File: config.mk
export PLATFORM = sky130hd
export DESIGN_NAME = sargantana_icache_refill_ctrl
export DESIGN_NICKNAME = d
export VERILOG_FILES = /design/src/rtl/sargantana_icache_pkg.sv /design/src/rtl/sargantana_icache_refill_buffer.sv /design/src/rtl/sargantana_icache_refill_ctrl.sv
export SDC_FILE = /design/constraint.sdc
export NUM_CORES = 1
export LEC_CHECK = 0
export ABC_AREA = 1
export ABC_CLOCK_PERIOD_IN_PS = 1700
export CELL_PAD_IN_SITES_DETAIL_PLACEMENT = 2
export CELL_PAD_IN_SITES_GLOBAL_PLACEMENT = 2
export CORE_MARGIN = 2
export CORE_UTILIZATION = 22
export CTS_CLUSTER_SIZE = 30
export DETAILED_ROUTE_END_ITERATION = 16
export PLACE_DENSITY_LB_ADDON = 0.3
export SETUP_SLACK_MARGIN = 0.2
export SLEW_MARGIN = 40
export SYNTH_ARGS = -nofsm -noshare
export SYNTH_HDL_FRONTEND = slang
export SYNTH_SLANG_ARGS = --single-unit
File: constraint.sdc
create_clock -name clk_i -period 1.7 [get_ports clk_i]
set_clock_uncertainty 0.05 [all_clocks]
set_input_delay 0.17 -clock clk_i [delete_from_list [all_inputs] [get_ports clk_i]]
set_output_delay 0.17 -clock clk_i [all_outputs]
set_load 0.02 [all_outputs]
File: src/rtl/sargantana_icache_pkg.sv
// Shared types and default geometry for the icache lookup/refill controller.
package sargantana_icache_pkg;

  localparam int IC_N_WAY  = 4;
  localparam int IC_IDX_W  = 6;
  localparam int IC_TAG_W  = 20;
  localparam int IC_LINE_W = 128;
  localparam int IC_BEAT_W = 64;

  localparam int N_BEATS        = IC_LINE_W / IC_BEAT_W;
  localparam int BEAT_CNT_WIDTH = (N_BEATS > 1) ? $clog2(N_BEATS) : 1;

  typedef enum logic [2:0] {
    IDLE,
    COMPARE,
    MISS_REQ,
    MISS_WAIT,
    WRITE
  } refill_state_t;

  // Latched lookup; doubles as the L2 line address {tag,idx}.
  typedef struct packed {
    logic [IC_TAG_W-1:0] tag;
    logic [IC_IDX_W-1:0] idx;
  } l2_req_t;

endpackage

File: src/rtl/sargantana_icache_refill_buffer.sv
// Beat counter plus line assembly register for L2 refills.
module sargantana_icache_refill_buffer #(
  parameter int LINE_W = 128,
  parameter int BEAT_W = 64
) (
  input  logic              clk_i,
  input  logic              rst_i,
  input  logic              clr_i,
  input  logic              beat_valid_i,
  input  logic [BEAT_W-1:0] beat_data_i,
  output logic [LINE_W-1:0] line_o,
  output logic              last_beat_o
);

  localparam int NB = LINE_W / BEAT_W;
  localparam int CW = (NB > 1) ? $clog2(NB) : 1;

  logic [CW-1:0]     cnt_q;
  logic [LINE_W-1:0] line_q;

  assign last_beat_o = beat_valid_i & (cnt_q == CW'(NB - 1));
  assign line_o      = line_q;

  // Place each beat at its slot and advance; wrap on the last beat.
  always_ff @(posedge clk_i) begin
    if (rst_i) begin
      cnt_q  <= '0;
      line_q <= '0;
    end else if (clr_i) begin
      cnt_q <= '0;
    end else if (beat_valid_i) begin
      line_q[cnt_q*BEAT_W +: BEAT_W] <= beat_data_i;
      cnt_q <= last_beat_o ? '0 : cnt_q + 1'b1;
    end
  end

endmodule

File: src/rtl/sargantana_icache_refill_ctrl.sv
// Icache lookup/miss controller: compare, L2 line fetch, refill write, forward.
module sargantana_icache_refill_ctrl
  import sargantana_icache_pkg::*;
#(
  parameter int ICACHE_N_WAY      = IC_N_WAY,
  parameter int ICACHE_IDX_WIDTH  = IC_IDX_W,
  parameter int ICACHE_TAG_WIDTH  = IC_TAG_W,
  parameter int ICACHE_LINE_WIDTH = IC_LINE_W,
  parameter int L2_BEAT_WIDTH     = IC_BEAT_W
) (
  input  logic                                     clk_i,
  input  logic                                     rst_i,
  input  logic                                     req_valid_i,
  output logic                                     req_ready_o,
  input  logic [ICACHE_IDX_WIDTH-1:0]              req_idx_i,
  input  logic [ICACHE_TAG_WIDTH-1:0]              req_tag_i,
  input  logic                                     kill_i,
  input  logic                                     flush_i,
  input  logic                                     hit_i,
  output logic                                     cache_rd_ena_o,
  output logic                                     cache_wr_ena_o,
  output logic [ICACHE_IDX_WIDTH-1:0]              cline_index_o,
  output logic                                     cmp_en_o,
  input  logic [$clog2(ICACHE_N_WAY)-1:0]          way_to_replace_d_i,
  output logic [$clog2(ICACHE_N_WAY)-1:0]          way_to_replace_q_o,
  output logic                                     l2_req_valid_o,
  input  logic                                     l2_req_ready_i,
  output logic [ICACHE_TAG_WIDTH+ICACHE_IDX_WIDTH-1:0] l2_req_addr_o,
  input  logic                                     l2_resp_valid_i,
  input  logic [L2_BEAT_WIDTH-1:0]                 l2_resp_data_i,
  output logic [ICACHE_LINE_WIDTH-1:0]             line_data_o,
  output logic [ICACHE_TAG_WIDTH-1:0]              line_tag_o,
  output logic                                     resp_valid_o,
  output logic                                     resp_miss_o
);

  localparam int WAY_W = $clog2(ICACHE_N_WAY);

  refill_state_t state_q, state_d;
  l2_req_t       req_q, req_d;
  logic [WAY_W-1:0] way_q;
  logic killed_q, killed_d, flushed_q, flushed_d;

  logic buf_clr, beat_vld, last_beat;
  logic [ICACHE_LINE_WIDTH-1:0] buf_line;
  logic abort;

  logic ready_c, rd_c, wr_c, cmp_c, l2v_c, rv_c, rm_c;
  logic [ICACHE_IDX_WIDTH-1:0] idx_c;

  assign abort    = kill_i | flush_i;
  assign beat_vld = (state_q == MISS_WAIT) & l2_resp_valid_i;
  assign buf_clr  = (state_q == MISS_REQ) & l2_req_ready_i;

  sargantana_icache_refill_buffer #(
    .LINE_W (ICACHE_LINE_WIDTH),
    .BEAT_W (L2_BEAT_WIDTH)
  ) u_buf (
    .clk_i        (clk_i),
    .rst_i        (rst_i),
    .clr_i        (buf_clr),
    .beat_valid_i (beat_vld),
    .beat_data_i  (l2_resp_data_i),
    .line_o       (buf_line),
    .last_beat_o  (last_beat)
  );

  // State, latched request, abort flags; replacement way loads only in COMPARE.
  always_ff @(posedge clk_i) begin
    if (rst_i) begin
      state_q   <= IDLE;
      req_q     <= '0;
      way_q     <= '0;
      killed_q  <= 1'b0;
      flushed_q <= 1'b0;
    end else begin
      state_q   <= state_d;
      req_q     <= req_d;
      killed_q  <= killed_d;
      flushed_q <= flushed_d;
      if (state_q == COMPARE) way_q <= way_to_replace_d_i;
    end
  end

  // Next state and raw outputs.
  always_comb begin
    state_d   = state_q;
    req_d     = req_q;
    killed_d  = killed_q;
    flushed_d = flushed_q;
    ready_c   = 1'b0;
    rd_c      = 1'b0;
    wr_c      = 1'b0;
    cmp_c     = 1'b0;
    l2v_c     = 1'b0;
    rv_c      = 1'b0;
    rm_c      = 1'b0;
    idx_c     = req_q.idx;
    case (state_q)
      IDLE: begin
        ready_c = ~flush_i;
        if (req_valid_i && !flush_i) begin
          rd_c      = 1'b1;
          idx_c     = req_idx_i;
          req_d.idx = req_idx_i;
          req_d.tag = req_tag_i;
          state_d   = COMPARE;
        end
      end
      COMPARE: begin
        cmp_c = 1'b1;
        if (abort) begin
          state_d = IDLE;
        end else if (hit_i) begin
          rv_c    = 1'b1;
          state_d = IDLE;
        end else begin
          state_d = MISS_REQ;
        end
      end
      MISS_REQ: begin
        l2v_c = 1'b1;
        // Once the handshake completes the beats must be drained, so a
        // coincident abort only gets recorded.
        if (l2_req_ready_i) begin
          killed_d  = kill_i;
          flushed_d = flush_i;
          state_d   = MISS_WAIT;
        end else if (abort) begin
          state_d = IDLE;
        end
      end
      MISS_WAIT: begin
        killed_d  = killed_q | kill_i;
        flushed_d = flushed_q | flush_i;
        if (last_beat) state_d = WRITE;
      end
      WRITE: begin
        wr_c      = ~flushed_q;
        rv_c      = ~killed_q & ~flushed_q & ~abort;
        rm_c      = rv_c;
        killed_d  = 1'b0;
        flushed_d = 1'b0;
        state_d   = IDLE;
      end
      default: state_d = IDLE;
    endcase
  end

  // All outputs are forced low while reset is held.
  assign req_ready_o        = ready_c & ~rst_i;
  assign cache_rd_ena_o     = rd_c & ~rst_i;
  assign cache_wr_ena_o     = wr_c & ~rst_i;
  assign cmp_en_o           = cmp_c & ~rst_i;
  assign l2_req_valid_o     = l2v_c & ~rst_i;
  assign resp_valid_o       = rv_c & ~rst_i;
  assign resp_miss_o        = rm_c & ~rst_i;
  assign cline_index_o      = rst_i ? '0 : idx_c;
  assign way_to_replace_q_o = rst_i ? '0 : way_q;
  assign l2_req_addr_o      = rst_i ? '0 : req_q;
  assign line_data_o        = rst_i ? '0 : buf_line;
  assign line_tag_o         = rst_i ? '0 : req_q.tag;

endmodule

Yosys cells after proc, flatten, opt, wreduce, memory -nomap -nowiden
Index checks and enable logic that the tools add are counted.
{"block": "totals", "elab_cells": 80, "register_bits": 162, "output_inout_bits": 189}
{"block": "op_classes", "n_reduce_logical": 9, "addsub": 2, "n_bitwise": 21, "eq_ne": 8, "shifts": 2, "mux": 30}
{"op": "$bwmux 128", "count": 1}
{"op": "$mux 128", "count": 1}
{"op": "$shift 64x34->128 const A", "count": 1}
{"op": "$shiftx 64x34->128", "count": 1}
{"op": "$neg 7->34", "count": 1}
{"op": "$mux 26", "count": 1}
{"op": "$mux 20", "count": 1}
{"op": "$mux 6", "count": 3}
{"op": "$and 1x1->1", "count": 12}
{"op": "$mux 1", "count": 12}
{"op": "$mux 3", "count": 4}
{"op": "$pmux 3 s4", "count": 1}
{"op": "$eq 3x2->1 const B", "count": 2}
{"op": "$mux 2", "count": 3}
{"op": "$not 1->1", "count": 6}
{"op": "$pmux 1 s3", "count": 2}
{"op": "$reduce_and 2->1", "count": 3}
{"op": "$ne 2x2->1 const B", "count": 2}
{"op": "$eq 3x1->1 const B", "count": 1}
{"op": "$eq 3x3->1 const B", "count": 1}
{"op": "$logic_not 3->1", "count": 1}
{"op": "$ne 3x3->1 const B", "count": 1}
{"op": "$or 1x1->1", "count": 3}
{"op": "$reduce_and 3->1", "count": 1}
{"op": "7 further kinds", "count": 7}

Longest topological paths before layout
Gate-level depths: netlist (run 1).
{"block": "depth", "depth_word": 5, "ltp_mapped": 8, "ltp_nobuf": 8}

Modules after synthesis
Synthesis (run 1) repeated with hierarchy kept, for this count alone.
{"block": "unflattened", "hier_cells": 1347, "hier_area_um2": 8080.2}
{"mod": "sargantana_icache_refill_buffer", "cells_each": 820, "area_per_inst_um2": 5346.4, "instances": 1, "seq_area_each_um2": 2582.5}
{"mod": "sargantana_icache_refill_ctrl", "cells_each": 527, "area_per_inst_um2": 2733.9, "instances": 1, "seq_area_each_um2": 660.6}

Least setup slack after synthesis (run 1)
No wires, ideal clock.
{"block": "synth_timing", "path_type": "register to output", "startpoint": "reg state_q[1]", "endpoint": "out cline_index_o[5]", "required_time_ns": 1.480, "slack_ns": 0.133, "path_buffers": 2, "path_stages_with_launch": 6, "arrival_time_ns": 1.347, "cell_sequence": "dfxtp_1 > nor2_2 > nand4_1 > buf_2 > buf_2 > a21oi_1"}
{"block": "synth_between", "elab_chain_len": 3}
{"element": "start, declared", "line": "sargantana_icache_refill_ctrl.sv:39", "source": "refill_state_t state_q, state_d;"}
{"element": "start signal, assigned", "line": "sargantana_icache_refill_ctrl.sv:77", "source": "state_q <= state_d;"}
{"element": "$logic_not 3->1", "line": "sargantana_icache_refill_ctrl.sv:99", "source": "case (state_q)"}
{"element": "$mux 6", "line": "sargantana_icache_refill_ctrl.sv:99"}
{"element": "$mux 6", "line": "sargantana_icache_refill_ctrl.sv:158", "source": "assign cline_index_o = rst_i ? '0 : idx_c;"}
{"element": "end, declared", "line": "sargantana_icache_refill_ctrl.sv:22", "source": "output logic [ICACHE_IDX_WIDTH-1:0] cline_index_o,"}
No other way between the ends.

Worst setup path after layout (run 1)
{"block": "layout_timing", "startpoint": "reg state_q[0]", "endpoint": "out cline_index_o[1]"}
The elaborated chain is that of the path after synthesis.

==> results.toml, run 1 <==
[timing]
postLayoutSetupSlackWorst_ns = -0.2316
fin_crit_ns = 1.932
hold-worst-slack_ns = 0.1637
slew_headroom_pct = 38.87
drv_slew = 0
period_share_pct = 113.6
fmaxAchievable_ghz = 0.5177
worstMarginPinSlew_ns = 0.9170
hold_viol_final = 0
rsz0062_at_grt = "true"
setup_violations = 96

[cells_and_area]
drive_gt1_share_pct = 30.10
syn_to_final_growth_pct = 79.25
n_antenna_cell = 0
nNetsFinal = 1509
finalNonFillerCells = 1864

[setup_path]
cp_max_fo = 5
critPathLaunchType = "flop"
path_class = "flop to output port"
reg2reg_depth = 10
r2r_slack_ns = -0.09
cp.arrival_ns = 1.71
required_ns = 1.48
crit_path_end_kind = "output port"

[cts]
cts.clk_slew.worst_paths_ns = 0.07
clkSinkCount = 162
cts_tree = "yes"
clock_latency_ns = 0.42
cts_buffer_depth = 2
htree_levels = 4
holdBufCountCts = 0
cts-root-buf = "clkbuf_16"
numCtsBuffers = 17

[drt]
drt-vias-per-instance = 4.285
antenna_left = 0
num_vias = 7988
wl_per_cell_um = 18.34
drc_errors = 0
firstDrtPassIters = 4
drt_iter0_drc = 271
routed_wl_mm = 34.19

[yosys]
syn_nets = 1181
synth_common_cells = "425 x nor2_1, 170 x inv_1, 162 x dfxtp_1"
yosys-top-cells-area = "dfxtp_1 45%, nor2_1 22%, inv_1 8.9%"
syn_area_mm2 = 0.007183
async_flop_share_pct = 0
synth_seq_area_share_pct = 45.15
synth_most_common_cell = "nor2_1"
synthFlopType = "dfxtp_1"
synth.avg_cell_area_um2 = 6.645
synth_top_area_share_pct = 45.15
synth-edff-count = 0
synthDistinctLibCells = 21
synth_top_area_cell = "dfxtp_1"
ys_ff_latch = 162
syn_inst = 1081
yosys_warnings = 0

[placement]
dp.cells = 1764
hpwlAfterDp_mm = 19.82
pre_cts_ws_ns = -0.5980
portBuffers = 288
gp_congestion = 0.7261

[global_route]
grt_max_degree = 100
grt_pass1_wl_mm = 51.70
grt_pass1_vias = 8719
antenna_found_initial = 1
grt.overflow.total = 0
grt_use_total_pct = 20.14

[die]
initial_core_util_pct = 22.19
fp.dieH_um = 184.7
fp.coreArea_mm2 = 0.03237
io_pins = 289
die_w_um = 184.7
design.die.area_mm2 = 0.03411
core.rowCount = 66

[power_and_ir_drop]
p_per_area_mw_per_mm2 = 740.3
power_mw = 9.533
ir_drop_mv = 0.5925
power.leakage_nw = 5.332

[flow_run]
cap_violations = 0

[worst_hold_path]
whs_path_depth = 4
hold_class = "input pin to flop"

[outcome]
violations = "setup timing"
outcome = "finished, violations left"
repair_timing:
item | 4_1_cts | 5_1_grt
pin swaps | 22 | 41
buffers inserted | 33 | 4
gates cloned | 30 | 1
gates resized for setup | 626 | 176
setup endpoints to repair | 321 | 321
path summary, 6_finish.rpt:
path / from / endpoint
max: state_q[0] / cline_index_o[1]
min: rst_i / req_q[19]
max reg2reg: state_q[0] / u_buf.line_o[96]
min reg2reg: req_q[25] / req_q[25]
sequential cells by signal, indices dropped and copies added, names as in the netlist:
signal,flops
way_q,2
state_q,3
killed_q,1
u_buf.line_o,128
req_q,26
flushed_q,1
u_buf.cnt_q,1
worst max-delay path: stages, from the launching register on:
cell and delay, ns:
dfxtp_2 0.33, nor2_4 0.12, nand4_1 0.19, buf_4 0.21, buf_12 0.14, nor2_4 0.10, a21oi_1 0.05, buf_2 0.16
per-layer routing:
metal	up-vias	share of wire [%]	routed length (µm)	GRT usage [%]
met5	-	0.038	13	0
met4	2	1.5	498	4.603
met3	31	4.7	1594	4.386
met2	175	52	17810	36.68
met1	3880	42	14270	24.07
li1	3900	-	-	-
power by group:
group	switching [mW]	total (mW)	internal (mW)
registers	0.0606	4.00	3.94
logic	0.989	1.82	0.830
clock network	1.80	3.72	1.92
placed cells by master, fill, tap and decap left out, drive strengths merged:
cell type and instances:
nor2 427, inv 178, dfxtp 162, o21ai 154, buf 129, clkdlybuf4s50 98
clkbuf 82, clkdlybuf4s15 53, dlygate4sd2 47, a21oi 33, nand2 30, clkinv 8
nand3 7, nor3 4, nand4 3, clkinvlp 3, o22ai 2, bufbuf 1
clkdlybuf4s18 1
layout make-up:
class | count | area (µm²)
clock buffers | 18 | 429.2
repair inverters | 2 | 46.29
well taps | 442 | 553.0
flip-flops and latches | 162 | 3247
clock inverters | 14 | 126.4
repair buffers | 393 | 4330
inverters | 173 | 684.4
multi-input cells | 660 | 3460
fillers | 3685 | 19490
cell families after synthesis:
family | Yosys count | share of synthesized area (%)
AND/OR/NAND/NOR | 471 | 25.19
buffers and inverters | 259 | 16.46
AO/OA/AOI/OAI | 189 | 13.20
flip-flops | 162 | 45.15
metrics by stage:
step | utilization [%] | setup TNS (ns) | instance area [µm²]
5_1_grt | 39.78 | -14.75 | 12880
3_5_place_dp | 32.42 | -5.520 | 10500
4_1_cts | 39.70 | -4.823 | 12850
3_3_place_gp | 32.42 | -4.098 | 10500
6_report | 39.78 | -4.565 | 12880
2_1_floorplan | - | 0 | 7187
Note: power is estimated with default switching activity, not from simulation.
==> run 2: changes to the inputs <==
--- a/config.mk
+++ b/config.mk
@@ -13,7 +13,8 @@
 export CORE_UTILIZATION = 22
 export CTS_CLUSTER_SIZE = 30
 export DETAILED_ROUTE_END_ITERATION = 16
-export PLACE_DENSITY_LB_ADDON = 0.3
+export HOLD_SLACK_MARGIN = 0.1
+export PLACE_DENSITY_LB_ADDON = 0.25
 export SETUP_SLACK_MARGIN = 0.2
 export SLEW_MARGIN = 40
 export SYNTH_ARGS = -nofsm -noshare
==> results.toml, run 2 (synthesized netlist as in run 1, its figures left out) <==
[cells_and_area]
final_common_cell = "nor2_1"
syn_to_final_growth_pct = 67.74
drive_gt1_share_pct = 20.27
fill_cells = 3758
largest_register_ffs = 128
nNetsFinal = 1488
regArea_mm2 = 0.003247
multi_input_comb_area_mm2 = 0.003000
finalNonFillerCells = 1845
utilization_pct = 37.22
layout_common_cells = "414 x nor2_1, 166 x inv_1, 159 x dfxtp_1, 98 x clkdlybuf4s50_1, 83 x o21ai_1"

[drt]
firstDrtPassIters = 4
routed_wl_mm = 30.86
num_vias = 7800
antenna_left = 0
drc_errors = 0
drt-vias-per-instance = 4.228
wl_per_cell_um = 16.73
drt_iter0_drc = 211

[die]
io_pins = 289
core.rowCount = 66
fp.coreArea_mm2 = 0.03237
initial_core_util_pct = 22.19
fp.dieH_um = 184.7
die_w_um = 184.7
design.die.area_mm2 = 0.03411

[cts]
cts_tree = "yes"
holdBufCountCts = 0
clkSinkCount = 162
cts.clk_slew.worst_paths_ns = 0.08
htree_levels = 4
cts-root-buf = "clkbuf_16"
clock_latency_ns = 0.43
cts_buffer_depth = 2
numCtsBuffers = 17

[outcome]
outcome = "finished, violations left"
violations = "setup timing"

[power_and_ir_drop]
internal_power_mw = 7.038
power_mw = 9.809
p_comb_share_pct = 16.1
switching_share_pct = 28.25
ir_drop_mv = 0.6193
clock_power_share_pct = 43.1
seq_power_share_pct = 40.7
net-switching-power_mw = 2.771
power.leakage_nw = 4.985
p_per_area_mw_per_mm2 = 814.1

[setup_path]
required_ns = 1.48
path_class = "flop to output port"
cp_max_fo = 8
cp.arrival_ns = 1.56
critPathLaunchType = "flop"
crit_path_end_kind = "output port"

[global_route]
antenna_found_initial = 2
grt_max_degree = 97
grt_pass1_vias = 8217
grt_use_total_pct = 17.57
grt_pass1_wl_mm = 46.03
grt.overflow.total = 0

[placement]
portBuffers = 288
dp.cells = 1772
pre_cts_ws_ns = -0.4563
hpwlAfterDp_mm = 19.46
gp_congestion = 0.7373

[timing]
slew_headroom_pct = 60.30
period_share_pct = 104.7
worstMarginPinSlew_ns = 0.5955
hold-worst-slack_ns = 0.2070
rsz0062_at_grt = "true"
fin_crit_ns = 1.781
drv_slew = 0
fmaxAchievable_ghz = 0.5616
setup_violations = 17
postLayoutSetupSlackWorst_ns = -0.08061
hold_viol_final = 0

[worst_hold_path]
hold_class = "input pin to flop"

[flow_run]
cap_violations = 0
-- run 2: changes by cell type in the layout (fill, tap and decap cells not counted), moves of 11 or more --
cell | before | now
clkbuf_2 | 62 | 24
nor2_1 | 403 | 414
o21ai_1 | 19 | 83
o21ai_2 | 96 | 29
buf_4 | 33 | 48
clkdlybuf4s15_1 | 11 | 32
o21ai_0 | 25 | 42
dlygate4sd2_1 | 47 | 62
buf_16 | 30 | 7
o21ai_4 | 14 | 0
-- run 2: area by class of cell --
cell class                 instances  area share, %
timing repair buffer             373          32.58
clock buffer                      18          3.562
antenna                            2        0.04154
timing repair inverter             1         0.1350
multi-input combinational        660          24.90
inverter                         173          5.607
sequential                       162          26.95
tap                              442          4.590
clock inverter                    14          1.641
-- run 2: critical path, cell delays in order, from the launching register on --
cell and delay (ns):
dfxtp_2 0.34, nor2_4 0.11, nand4_1 0.14, inv_1 0.13
nand2_4 0.11, a21oi_2 0.16, buf_4 0.16
-- run 2: worst paths after layout --
path | start | end | slack, ns | cells past startpoint
worst max-delay path | state_q[1] | cline_index_o[1] | -0.08 | 6
worst min-delay path | rst_i | req_q[1] | 0.21 | 4
worst max register to register | state_q[0] | u_buf.line_o[20] | -0.03 | 8
worst min register to register | req_q[6] | req_q[6] | 0.41 | 2
-- run 2: what timing repair did --
| item | CTS | global route |
|---|---|---|
| setup buffers | 12 | 8 |
| gates cloned | 11 | 8 |
| pin swaps | 9 | 26 |
| endpoints found under the hold margin | 0 | 0 |
| setup endpoints to repair | 307 | 312 |
| resized for setup | 477 | 100 |
-- run 2: through the flow --
step / area (µm²) / setup TNS [ns]
after floorplan: 7187 / 0
after global placement: 10580 / -3.269
after detailed placement: 10580 / -4.952
after CTS: 11730 / -0.7272
after global routing: 12050 / -3.283
final: 12050 / -0.6162
-- run 2: power groups by stage --
stage	registers [mW]	logic [mW]	clock network [mW]
6_report	3.99	1.58	4.23
2_1_floorplan	4.07	0.725	0
3_3_place_gp	4.07	1.42	0
3_5_place_dp	4.08	1.45	0
4_1_cts	3.99	1.51	4.36
5_1_grt	4.01	1.73	4.54
-- run 2: per-layer routing --
layer | global-route usage (%) | part of all wire, % | vias up
met5 | 0 | 0 | -
met4 | 4.413 | 0.98 | 0
met3 | 3.399 | 4.7 | 17
met2 | 30.74 | 49 | 168
met1 | 22.12 | 45 | 3749
li1 | - | - | 3866
==> run 3: changes to the inputs <==
--- a/config.mk
+++ b/config.mk
@@ -10,7 +10,8 @@
 export CELL_PAD_IN_SITES_DETAIL_PLACEMENT = 2
 export CELL_PAD_IN_SITES_GLOBAL_PLACEMENT = 2
 export CORE_MARGIN = 2
-export CORE_UTILIZATION = 22
+export CORE_UTILIZATION = 23
+export CTS_BUF_LIST = sky130_fd_sc_hd__clkbuf_8
 export CTS_CLUSTER_SIZE = 30
 export DETAILED_ROUTE_END_ITERATION = 16
 export HOLD_SLACK_MARGIN = 0.1
==> results.toml, run 3 (synthesized netlist as in run 1, its figures left out) <==
[drt]
antenna_left = 0
firstDrtPassIters = 4
wl_per_cell_um = 17.13
drc_errors = 0
num_vias = 7820
drt-vias-per-instance = 4.344
routed_wl_mm = 30.83
drt_iter0_drc = 262

[setup_path]
crit_top_cell = "buf_6"
r2r-end = "u_buf.line_o[38]"
cp_max_fo = 8
crit_path_end_kind = "output port"
path_cells = "nor2_4 -> nand4_1 -> buf_6 -> o21ai_2 -> a21oi_4 -> buf_6"
critPathLaunchType = "flop"
crit_cells = 6
critPathLaunch = "state_q[0]"
worstSetupEndpoint = "cline_index_o[5]"
reg2reg_depth = 9
path_class = "flop to output port"
required_ns = 1.48
critPathBufInv = 2
r2r_slack_ns = -0.11
cp_slowest_cell = "dfxtp_2"
path_delay_family = "flip-flops"
cpPeakStageDelay_ns = 0.35
worstReg2RegStart = "state_q[0]"
cp.arrival_ns = 1.70

[die]
fp.coreArea_mm2 = 0.03067
fp.dieH_um = 180.7
initial_core_util_pct = 23.42
die_w_um = 180.7
io_pins = 289
design.die.area_mm2 = 0.03266
core.rowCount = 64

[power_and_ir_drop]
clock_power_share_pct = 34.2
ir_drop_mv = 0.3310
internal_power_mw = 5.777
net-switching-power_mw = 2.713
power.leakage_nw = 4.835
seq_power_share_pct = 47.0
switching_share_pct = 31.95
p_per_area_mw_per_mm2 = 755.0
p_comb_share_pct = 18.7

[cells_and_area]
final_common_cell = "nor2_1"
largest_register_ffs = 128
fill_cells = 3573
nNetsFinal = 1490
drive_gt1_share_pct = 29.01
syn_to_final_growth_pct = 56.54
layout_common_cells = "415 x nor2_1, 165 x inv_1, 159 x dfxtp_1, 138 x buf_2, 98 x clkdlybuf4s50_1"
stdcell_area_mm2 = 0.01124
multi_input_comb_area_mm2 = 0.003099
regArea_mm2 = 0.003247

[worst_hold_path]
hold_class = "input pin to flop"
whs_path_depth = 4

[timing]
rsz0062_at_grt = "true"
drv_slew = 0
hold-worst-slack_ns = 0.1604
period_share_pct = 112.8
fin_crit_ns = 1.918
setup_violations = 70
hold_viol_final = 0
postLayoutSetupSlackWorst_ns = -0.2176
fmaxAchievable_ghz = 0.5215
worstMarginPinSlew_ns = 0.4263
slew_headroom_pct = 71.58

[global_route]
antenna_found_initial = 1
grt_pass1_vias = 8122
grt_pass1_wl_mm = 45.30
grt.overflow.total = 0
grt_max_degree = 75
grt_use_total_pct = 17.60

[cts]
cts_tree = "yes"
clock_latency_ns = 0.45
cts.clk_slew.worst_paths_ns = 0.09
cts-root-buf = "clkbuf_8"
clkSinkCount = 162
htree_levels = 4
numCtsBuffers = 17
cts_buffer_depth = 2

[placement]
dpl_cell_area_mm2 = 0.01048
portBuffers = 288
gp_congestion = 0.7408
hpwlAfterDp_mm = 19.47

[outcome]
outcome = "finished, violations left"
violations = "setup timing"

[flow_run]
cap_violations = 0
[run 3: what timing repair did]
| item | 4_1_cts | 5_1_grt |
|---|---|---|
| pin swaps | 7 | 12 |
| cloned | 10 | 7 |
| hold buffers | 1 | 0 |
| endpoints found under the hold margin | 4 | 0 |
| resized for setup | 707 | 214 |
| setup buffers | 12 | 14 |
| setup endpoints to repair | 314 | 261 |
[run 3: metal layers]
metal	vias to the layer above	track usage (%)	wire (µm)
li1	3859	-	-
met1	3769	21.74	13630
met2	164	31.00	15240
met3	28	3.306	1313
met4	0	5.161	641
met5	-	0	0
[run 3: per-stage QoR]
step           power [mW]  instances  setup WS, ns  setup TNS [ns]  utilization [%]
2_1_floorplan       4.792       1081        0.2135               0                -
3_3_place_gp        5.489       1723       -0.4585          -3.701            34.17
3_5_place_dp        5.530       1723       -0.4823          -3.970            34.17
4_1_cts             8.521       1778       -0.2352          -4.254            36.51
5_1_grt             8.943       1800       -0.3560          -18.01            36.66
6_report            8.489       1800       -0.2176          -3.301            36.66
[run 3: worst min path at each step]
stage / start / end
finish: rst_i / req_q[17]
global route: rst_i / req_q[17]
CTS: rst_i / req_q[17]
detailed placement: req_q[15] / req_q[15]
global placement: req_q[8] / req_q[8]
floorplan: way_to_replace_d_i[0] / way_q[0]
[run 3: worst min-delay path, delay by kind of cell]
family | cells | cell delay, ns
AOI/OAI and AO/OA | 2 | 0.19
buffers and inverters | 2 | 0.24
[run 3: cell type report]
| cell class | instances | area share (%) |
|---|---|---|
| timing repair buffer | 376 | 29.71 |
| sequential | 162 | 28.88 |
| multi-input combinational | 660 | 27.56 |
| inverter | 173 | 5.975 |
| tap | 396 | 4.406 |
| clock buffer | 18 | 2.203 |
| clock inverter | 14 | 1.246 |
| antenna | 1 | 0.02225 |
[run 3: power groups by stage]
stage | Combinational (mW) | Clock (mW) | Sequential [mW]
3_3_place_gp | 1.42 | 0 | 4.07
2_1_floorplan | 0.725 | 0 | 4.07
6_report | 1.59 | 2.91 | 3.99
3_5_place_dp | 1.45 | 0 | 4.08
4_1_cts | 1.47 | 3.05 | 4.00
5_1_grt | 1.74 | 3.19 | 4.01
